$ cat config.mk
export PLATFORM = sky130hd
export DESIGN_NAME = mul_operand_serializer
export DESIGN_NICKNAME = d
export VERILOG_FILES = /design/src/rtl/mul_ser_pkg.sv /design/src/rtl/mul_piso_shreg.sv /design/src/rtl/mul_operand_serializer.sv
export SDC_FILE = /design/constraint.sdc
export NUM_CORES = 1
export LEC_CHECK = 0
export BUFFER_PORTS_ARGS = -buffer_cell sky130_fd_sc_hd__buf_2
export CAP_MARGIN = 10
export CORE_UTILIZATION = 45
export CTS_CLUSTER_DIAMETER = 150
export DETAILED_ROUTE_END_ITERATION = 6
export GPL_TIMING_DRIVEN = 1
export PLACE_DENSITY = 0.66
export SLEW_MARGIN = 5
export SYNTH_ARGS = -nofsm -noshare
export SYNTH_HDL_FRONTEND = slang
export SYNTH_HIERARCHICAL = 1
export SYNTH_SLANG_ARGS = --single-unit
$ cat constraint.sdc
create_clock -name clk -period 4.6 [get_ports clk]
set_clock_uncertainty 0.05 [all_clocks]
set_input_delay 0.23 -clock clk [delete_from_list [all_inputs] [get_ports clk]]
set_output_delay 0.23 -clock clk [all_outputs]
set_load 0.005 [all_outputs]
$ cat src/rtl/mul_ser_pkg.sv
// Shared definitions for the serial multiplier link: state encodings and default operand width.
package mul_ser_pkg;

    localparam int unsigned DEFAULT_WIDTH = 4;
    localparam int unsigned STATE_W       = 2;

    typedef logic [STATE_W-1:0] ser_state_t;

    localparam logic [1:0] IDLE      = 2'd0;
    localparam logic [1:0] START     = 2'd1;
    localparam logic [1:0] SHIFT     = 2'd2;
    localparam logic [1:0] WAIT_DONE = 2'd3;

endpackage

$ cat src/rtl/mul_piso_shreg.sv
// Parallel-load, shift-left shift register presenting its MSB as the serial bit.
module mul_piso_shreg #(
    parameter int unsigned WIDTH = 8
) (
    input  logic             clk,
    input  logic             rst_n,
    input  logic             load,
    input  logic [WIDTH-1:0] load_data,
    input  logic             shift_en,
    output logic             msb_c
);

    logic [WIDTH-1:0] shreg_q;

    // Load wins over shift so a fresh operand pair is never corrupted.
    always_ff @(posedge clk or negedge rst_n) begin
        if (!rst_n) begin
            shreg_q <= '0;
        end else if (load) begin
            shreg_q <= load_data;
        end else if (shift_en) begin
            shreg_q <= {shreg_q[WIDTH-2:0], 1'b0};
        end
    end

    assign msb_c = shreg_q[WIDTH-1];

endmodule

$ cat src/rtl/mul_operand_serializer.sv
// Serializes an operand pair (A then B, MSB first) to the multiplier and waits for its done flag.
module mul_operand_serializer
    import mul_ser_pkg::*;
#(
    parameter int unsigned WIDTH   = DEFAULT_WIDTH,
    parameter int unsigned TIMEOUT = 64
) (
    input  logic             clk,
    input  logic             reset_n,
    input  logic             op_valid,
    output logic             op_ready,
    input  logic [WIDTH-1:0] op_a,
    input  logic [WIDTH-1:0] op_b,
    output logic             ser_start,
    output logic             ser_in,
    input  logic             mul_done,
    output logic             busy,
    output logic             txn_done,
    output logic             timeout
);

    localparam int unsigned SHREG_W = 2 * WIDTH;
    localparam int unsigned BIT_CW  = $clog2(SHREG_W);
    localparam int unsigned WAIT_CW = $clog2(TIMEOUT + 1);

    localparam logic [BIT_CW-1:0]  LAST_BIT  = BIT_CW'(SHREG_W - 1);
    localparam logic [WAIT_CW-1:0] LAST_WAIT = WAIT_CW'(TIMEOUT - 1);

    ser_state_t         state_q, state_d;
    logic [BIT_CW-1:0]  bit_cnt_q, bit_cnt_d;
    logic [WAIT_CW-1:0] wait_cnt_q, wait_cnt_d;
    logic               ser_start_d, ser_in_d, busy_d, txn_done_d, timeout_d;
    logic               load, shift_en, shreg_msb_c;

    mul_piso_shreg #(
        .WIDTH (SHREG_W)
    ) u_shreg (
        .clk       (clk),
        .rst_n     (reset_n),
        .load      (load),
        .load_data ({op_a, op_b}),
        .shift_en  (shift_en),
        .msb_c     (shreg_msb_c)
    );

    assign op_ready = (state_q == IDLE);

    // Next-state, counters and next values of the registered outputs.
    always_comb begin
        state_d    = state_q;
        bit_cnt_d  = '0;
        wait_cnt_d = '0;
        txn_done_d = 1'b0;
        timeout_d  = 1'b0;
        load       = 1'b0;

        case (state_q)
            IDLE: begin
                if (op_valid) begin
                    load    = 1'b1;
                    state_d = START;
                end
            end
            START: begin
                state_d = SHIFT;
            end
            SHIFT: begin
                if (bit_cnt_q == LAST_BIT) begin
                    state_d = WAIT_DONE;
                end else begin
                    bit_cnt_d = bit_cnt_q + BIT_CW'(1);
                end
            end
            WAIT_DONE: begin
                // A done flag in the final wait cycle still counts as success.
                if (mul_done) begin
                    txn_done_d = 1'b1;
                    state_d    = IDLE;
                end else if (wait_cnt_q == LAST_WAIT) begin
                    timeout_d = 1'b1;
                    state_d   = IDLE;
                end else begin
                    wait_cnt_d = wait_cnt_q + WAIT_CW'(1);
                end
            end
            default: begin
                state_d = IDLE;
            end
        endcase

        // Bit shown next cycle is the current MSB, consumed by the same edge.
        shift_en    = (state_d == SHIFT);
        ser_in_d    = shift_en & shreg_msb_c;
        ser_start_d = (state_d == START);
        busy_d      = (state_d != IDLE);
    end

    always_ff @(posedge clk or negedge reset_n) begin
        if (!reset_n) begin
            state_q    <= IDLE;
            bit_cnt_q  <= '0;
            wait_cnt_q <= '0;
            ser_start  <= 1'b0;
            ser_in     <= 1'b0;
            busy       <= 1'b0;
            txn_done   <= 1'b0;
            timeout    <= 1'b0;
        end else begin
            state_q    <= state_d;
            bit_cnt_q  <= bit_cnt_d;
            wait_cnt_q <= wait_cnt_d;
            ser_start  <= ser_start_d;
            ser_in     <= ser_in_d;
            busy       <= busy_d;
            txn_done   <= txn_done_d;
            timeout    <= timeout_d;
        end
    end

endmodule
Word level (Yosys, flattened, before mapping)
Cells that the tools add are included.
{"block": "word_totals", "reg_bits": 25, "in_bits": 12, "out_inout_bits": 6, "wordCells": 41}
{"block": "classes", "n_addsub": 2, "n_eq_ne": 7, "mux": 19, "bitwise": 1, "n_reduce_logical": 3}
{"op": "$mux 7", "n": 3}
{"op": "$mux 8", "n": 2}
{"op": "$mux 2", "n": 4}
{"op": "$pmux 2 s4", "n": 1}
{"op": "$add 7x1->7 const B", "n": 1}
{"op": "$eq 7x6->1 const B", "n": 1}
{"op": "$mux 1", "n": 7}
{"op": "$eq 2x2->1 const B", "n": 3}
{"op": "$mux 3", "n": 2}
{"op": "$eq 2x1->1 const B", "n": 2}
{"op": "$reduce_bool 2->1", "n": 2}
{"op": "$add 3x1->3 const B", "n": 1}
{"op": "$eq 3x3->1 const B", "n": 1}
{"op": "$logic_not 2->1", "n": 1}
{"op": "$and 1x1->1", "n": 1}

Longest topological paths before layout
Gate-level depths: netlist of run 1.
{"block": "logic_depth", "ltp_word": 7, "depth_mapped": 6, "depth_no_buf": 5}

Hierarchy
The synthesis of run 1 kept the hierarchy.
{"module": "mul_operand_serializer", "instances": 1, "cells_per_inst": 62, "area_per_inst_um2": 725.7, "seq_area_each_um2": 425.4}
{"module": "mul_piso_shreg", "instances": 1, "cells_per_inst": 34, "area_per_inst_um2": 369.1, "seq_area_each_um2": 200.2}

Least setup slack after synthesis of run 1
Ideal clock, no wire load.
{"block": "synth_timing", "path_kind": "reg-to-reg", "start": "register bit_cnt_q[0]", "end": "register u_shreg.shreg_q[1]", "setup_time_ps": 127, "t_arrival_ps": 1314, "required_ps": 4423, "slack_ps": 3110, "stages_incl_launch_ff": 7, "n_path_buf": 1, "synth_period_minus_slack_ps": 1490, "path_cell_list": "dfrtp_1 > ha_1 > ha_1 > o21ai_1 > buf_6 > mux2i_1 > o21ai_1"}
{"block": "synth_between", "elab_chain_len": 5}
{"item": "start: declaration", "line": "mul_operand_serializer.sv:30", "rtl": "logic [BIT_CW-1:0] bit_cnt_q, bit_cnt_d;"}
{"item": "start signal: assignment", "line": "mul_operand_serializer.sv:110", "rtl": "bit_cnt_q <= bit_cnt_d;"}
{"item": "$eq 3x3->1", "line": "mul_operand_serializer.sv:68", "rtl": "if (bit_cnt_q == LAST_BIT) begin"}
{"item": "$mux 2", "line": "mul_operand_serializer.sv:68"}
{"item": "$pmux 2 s4", "line": "mul_operand_serializer.sv:57", "rtl": "case (state_q)"}
{"item": "$eq 2x2->1", "line": "mul_operand_serializer.sv:92", "rtl": "shift_en = (state_d == SHIFT);"}
{"item": "named net shift_en", "line": "mul_operand_serializer.sv:33", "rtl": "logic load, shift_en, shreg_msb_c;"}
{"item": "$reduce_bool 2->1 (no source line)"}
{"item": "end signal: assignment", "line": "mul_piso_shreg.sv:20", "rtl": "shreg_q <= load_data;"}
{"item": "end signal: assignment", "line": "mul_piso_shreg.sv:22", "rtl": "shreg_q <= {shreg_q[WIDTH-2:0], 1'b0};"}
{"item": "end: declaration", "line": "mul_piso_shreg.sv:13", "rtl": "logic [WIDTH-1:0] shreg_q;"}
The timed path passes the listed nets, and every way through them passes these cells.
A chain may end at the register's enable or synchronous reset.

Worst setup path after layout of run 1
{"block": "layout_timing", "start": "register bit_cnt_q[0]", "end": "register u_shreg.shreg_q[7]"}
The elaborated chain is that of the path after synthesis.

==> results of run 1 <==
-- logic make-up after synthesis --
logic type,synth area share
AO/OA/AOI/OAI,0.0972
XOR/XNOR,0.0240
adder cells (fa/ha/maj),0.0343
buffers and inverters,0.0274
flip-flops,0.571
multiplexers,0.0731
AND/OR/NAND/NOR,0.173
-- report_power, final --
group,leakage (nW),total (mW),internal (mW),switching [mW]
clock network,0.0150,0.0922,0.0338,0.0584
registers,0.330,0.304,0.273,0.0315
logic,0.277,0.192,0.0879,0.104
total,0.622,0.588,0.394,0.194
-- tightest hold or removal path, stage by stage --
cell	delay, ns
buf_2	0.08
nand2_1	0.04
o21ai_1	0.06
-- cell type report --
cell class	instances	area share
clock buffer	4	0.0214
inverter	2	0.00611
multi-input combinational	67	0.357
sequential	25	0.509
tap	28	0.0285
timing repair buffer	18	0.0774
-- cell usage in the layout (no fill, tap or decap), drive strengths merged --
cell type,instances
dfrtp,25
buf,17
o21ai,12
nand2,10
mux2i,8
nor2,7
and2,6
nand2b,4
clkbuf,4
nor3,3
ha,3
nand3,3
xor2,2
inv,2
or3,1
and3b,1
o31ai,1
a21oi,1
xnor2,1
or2,1
o22ai,1
and3,1
o211a,1
dlygate4sd3,1
-- registers in the layout (all words and copies together), names as in the netlist --
register / cells
state_q: 2
busy: 1
txn_done: 1
timeout: 1
u_shreg/shreg_q: 8
bit_cnt_q: 3
wait_cnt_q: 7
ser_in: 1
ser_start: 1
-- final timing paths --
path	start	to	slack, ns	depth (start not counted)
setup / recovery	bit_cnt_q[0]	u_shreg/shreg_q[7]	2.52	5
hold / removal	op_b[2]	u_shreg/shreg_q[2]	0.08	3
setup reg to reg	bit_cnt_q[0]	u_shreg/shreg_q[7]	2.52	5
hold reg to reg	bit_cnt_q[0]	bit_cnt_q[0]	0.42	1
max in group asynchronous	reset_n	ser_in	3.77	2
min in group asynchronous	reset_n	u_shreg/shreg_q[3]	0.37	2
-- through the flow --
| step | hold WS (ns) | setup slack, ns | util |
|---|---|---|---|
| after global placement | 0.195 | 2.61 | 0.529 |
| after detailed placement | 0.204 | 2.53 | 0.529 |
| final | 0.0843 | 2.52 | 0.545 |
| after global routing | 0.0785 | 2.36 | 0.545 |
| after CTS | 0.0682 | 2.52 | 0.545 |
| after floorplan | -0.116 | 3.11 | - |
-- layer usage --
| layer | GRT usage | routed length (um) | vias up |
|---|---|---|---|
| met5 | 0 | 0 | - |
| met4 | 0.0676 | 13 | 0 |
| met3 | 0.0298 | 106 | 2 |
| met2 | 0.274 | 873 | 18 |
| met1 | 0.217 | 827 | 359 |
| li1 | - | - | 366 |
-- timing repair --
action / CTS / global route
hold buffers: 1 / 0
resized for setup: 0 / 0
endpoints found under the hold margin: 25 / 0
endpoints found under the setup margin: 0 / 0
==> run metrics, run 1 <==
Final setup viols 0; Critical Path, Cell by Cell ha_1 > ha_1 > o21ai_1 > mux2i_1 > o21ai_1; P&R area growth vs syn 12.2%; Final Max Tran Viols 0; Detailed Routing Iterations Pass 1 4; Initial Util 0.486; clk slew on worst S/H paths between 0.1 and 0.15 ns; min cycle time layout between 2 and 2.5 ns; non-filler cells, final 144; root buffer cell clkbuf_4; Pleak 0.622 nW; RePlAce Congestion ~0.74; Reg area ~630 sq um; CP endpoint kind register; CP startpoint kind register; port buffer count 17; # rows 17; clk sinks 25; count leader, synth dfrtp_1; CP max stage delay roughly 0.72 ns; Yosys cell types 24; Syn Std Cell Area roughly 1100 sq um; ANT nets after route 0; DIE HEIGHT approximately 51 um; status completed; Via Count 745; warnings from Yosys 6; filler cell count between 200 and 250; vias in the first global route 728; hpwl dp approximately 1400 um; H-tree levels 1; io pins 18; Crit path buffers/inverters 0; Synth top area share 0.571; initial antenna violation count 0; gr usage total 0.167; Synth Area per Inst roughly 11 sq um; GRT overflow 0; Die ar. between 2000 and 3000 sq um; master of the slowest instance on the critical path o21ai_1; sequential-to-total area share from yosys stat 0.571; Worst Hold Class in -> reg; share of flip-flops with an asynchronous set or reset 1.00; post-CTS setup buffers 0; Critical Path RT 4.73 ns; largest net degree at the start of global routing 26; Die Wd about 50 um; final hold vios 0; Synth area leaders dfrtp_1, mux2i_1, o21ai_1; post-route cell area 1230 sq um; Top delay family on crit path compound AO/OA/AOI/OAI gates; Inst Count DP approximately 140; number of synthesized flops with an enable pin 0; Tot Pwr ~0.59 mW; commonest cells in the netlist dfrtp_1, nand2_1, mux2i_1, o21ai_1, nor2_1; fin nets 132; Routed WL per cell 12.6 um; Worst Path Class, Setup reg -> reg; CTS tree built; first-pass GRT wire length 3190 um; Clk Latency, worst-skew pair 0.30 ns; clk buf depth 2; Post-synth top flop dfrtp_1; CTS Buf Count 3; Syn Nets between 100 and 150; final worst-path cycle share 0.451; # DRC 0; largest area contributor in the netlist dfrtp_1; post-synthesis register bit count 25; CP Max Fanout 9; area of the core 2250 sq um; vias per std cell 5.17; fmax slightly below 0.5 GHz; Mapped Cells 96; Critical Path AT 2.21 ns; DRT iter0 DRCs 11; Setup TNS Final 0 ns; share of cells above drive strength 1 0.198; RSZ-0062 raised after global routing false; power density over cell area approximately 480 nW/um^2; diode count 0; multi-input logic area 439 sq um; Peak VDD IR between 0.0003 and 0.0004 V; final wirelength 1820 um; placed inst area ~1200 sq um; Least-Margin Pin Slew between 0.8 and 0.9 ns; Max-cap violations 0; Worst slew margin 0.398
(Power assumes the default switching activity.)
==> run 2: changes to the inputs <==
--- a/config.mk
+++ b/config.mk
@@ -11,7 +11,7 @@
 export CTS_CLUSTER_DIAMETER = 150
 export DETAILED_ROUTE_END_ITERATION = 6
 export GPL_TIMING_DRIVEN = 1
-export PLACE_DENSITY = 0.66
+export PLACE_DENSITY = 0.69
 export SLEW_MARGIN = 5
 export SYNTH_ARGS = -nofsm -noshare
 export SYNTH_HDL_FRONTEND = slang
==> constraint.sdc (replaced) <==
create_clock -name clk -period 1.69 [get_ports clk]
set_clock_uncertainty 0.05 [all_clocks]
set_input_delay 0.0845 -clock clk [delete_from_list [all_inputs] [get_ports clk]]
set_output_delay 0.0845 -clock clk [all_outputs]
set_load 0.005 [all_outputs]
==> run 2 against run 1 <==
  * Via count rose by 3.0%
  * Flip-flop and latch count did not move
  * Count of clock-buffer cells in the layout fell by 1
  * Register-to-register slack got worse by 2.4 ns
  * Die area did not move
  * Critical endpoint unchanged
  * Combinational power rose to 3.4 times the previous value
  * First-iteration DRC count rose by 18%
==> run metrics, run 2 (synthesis gave the netlist of run 1 again) <==
status completed; Worst slew margin 0.639; gr usage total 0.179; final worst-path cycle share 0.935; Critical Path AT approximately 1.7 ns; Routed WL per cell roughly 12 um; RePlAce Congestion 0.705; io pins 18; Die ar. about 2600 sq um; fmax 0.633 GHz; setup ws final around 0.11 ns; ANT nets after route 0; Peak VDD IR just under 0.0008 V; first-pass GRT wire length 3280 um; fin nets ~150; diode count 0; CP Max Fanout 5; post-CTS setup buffers 0; # rows 17; vias per std cell 4.85; Least-Margin Pin Slew roughly 0.54 ns; non-filler cells, final around 160; most frequent cells in the layout dfrtp_1, buf_2, dlygate4sd3_1, nand2_1; CTS Buf Count 3; hpwl dp 1360 um; CP endpoint kind register; GRT overflow 0; final hold vios 0; P&R area growth vs syn 26.2%; max FFs per register 8; clk slew on worst S/H paths between 0.1 and 0.15 ns; clk sinks 25; area of the core between 2000 and 2500 sq um; root buffer cell clkbuf_4; Max-cap violations 0; Final setup viols 0; Worst Hold Class in -> async; CP startpoint kind register; Top reg by flops u_shreg/shreg_q; H-tree levels 1; Inst Count DP 142; Clk Latency, worst-skew pair between 0.3 and 0.4 ns; Detailed Routing Iterations Pass 1 3; initial antenna violation count 0; DIE HEIGHT 51.3 um; Initial Util 0.486; share of cells above drive strength 1 0.231; Final Max Tran Viols 0; Tot Pwr around 1.7 mW; Setup TNS Final 0 ns; # DRC 0; final wirelength slightly below 2000 um; Via Count about 770; clk buf depth 2; power density over cell area 1270 nW/um^2; Die Wd 51.3 um; worst slack, placed ~0.093 ns; Worst Path Class, Setup reg -> reg; Critical Path RT 1.85 ns; DRT iter0 DRCs 13; Regs by FF count u_shreg/shreg_q: 8 flops, wait_cnt_q: 7 flops, bit_cnt_q: 3 flops; vias in the first global route ~760; commonest non-fill, non-tap cell in the layout dfrtp_1; CTS tree built; largest net degree at the start of global routing 26; min cycle time layout approximately 1.6 ns; port buffer count 17; Pleak ~0.69 nW
-- run 2: cell count changes in the layout (fill, tap and decap cells not counted), sizes merged --
| cell | previous run | this run |
|---|---|---|
| dlygate4sd3 | 1 | 11 |
| clkinv | 0 | 1 |
| buf | 17 | 21 |
| clkbuf | 4 | 3 |
-- run 2: power breakdown --
| part | switching (mW) | leakage [nW] | internal (mW) | total (mW) |
|---|---|---|---|---|
| combinational | 0.316 | 0.338 | 0.338 | 0.654 |
| sequential | 0.0930 | 0.330 | 0.743 | 0.836 |
| clock | 0.171 | 0.0177 | 0.0885 | 0.259 |
| total | 0.580 | 0.686 | 1.17 | 1.75 |
-- run 2: area by class of cell --
type,instances,area [sq um]
fill,198,873
sequential,25,626
multi-input combinational,67,447
timing repair buffer,32,239
tap,28,35.0
clock buffer,3,22.5
inverter,2,7.51
clock inverter,1,5.00
-- run 2: what timing repair did --
item / CTS / global route
endpoints found under the hold margin: 35 / 0
hold buffers: 11 / 0
setup endpoints to repair: 0 / 2
resized for setup: 0 / 3
-- run 2: per-layer routing --
metal / global-route usage / part of all wire / vias up
li1: - / - / 396
met5: 0 / 0 / -
met3: 0.0446 / 0.035 / 6
met4: 0.122 / 0.030 / 0
met2: 0.298 / 0.48 / 18
met1: 0.200 / 0.46 / 347
-- run 2: worst paths after layout --
kind                               from                 end  slack, ns  cells past startpoint
hold reg to reg            bit_cnt_q[0]        bit_cnt_q[0]       0.40                      1
max in group asynchronous       reset_n          state_q[0]       1.01                      2
setup / recovery           bit_cnt_q[0]  u_shreg/shreg_q[7]       0.11                      6
setup reg to reg           bit_cnt_q[0]  u_shreg/shreg_q[7]       0.11                      6
min in group clk           bit_cnt_q[0]        bit_cnt_q[0]       0.40                      1
hold / removal                  reset_n  u_shreg/shreg_q[5]       0.21                      2
-- run 2: worst max-delay path, stage by stage (launching register included) --
cell and delay (ns):
dfrtp_1 0.40, ha_1 0.20, ha_1 0.21, o21ai_2 0.16
buf_6 0.16, mux2i_2 0.22, o21ai_1 0.08
-- run 2: through the flow --
stage	hold WS (ns)	utilization	cell area [sq um]
2_1_floorplan	-0.261	-	1090
3_3_place_gp	0.0429	0.544	1230
3_5_place_dp	0.0553	0.544	1230
4_1_cts	0.227	0.605	1370
5_1_grt	0.247	0.613	1380
6_report	0.212	0.613	1380
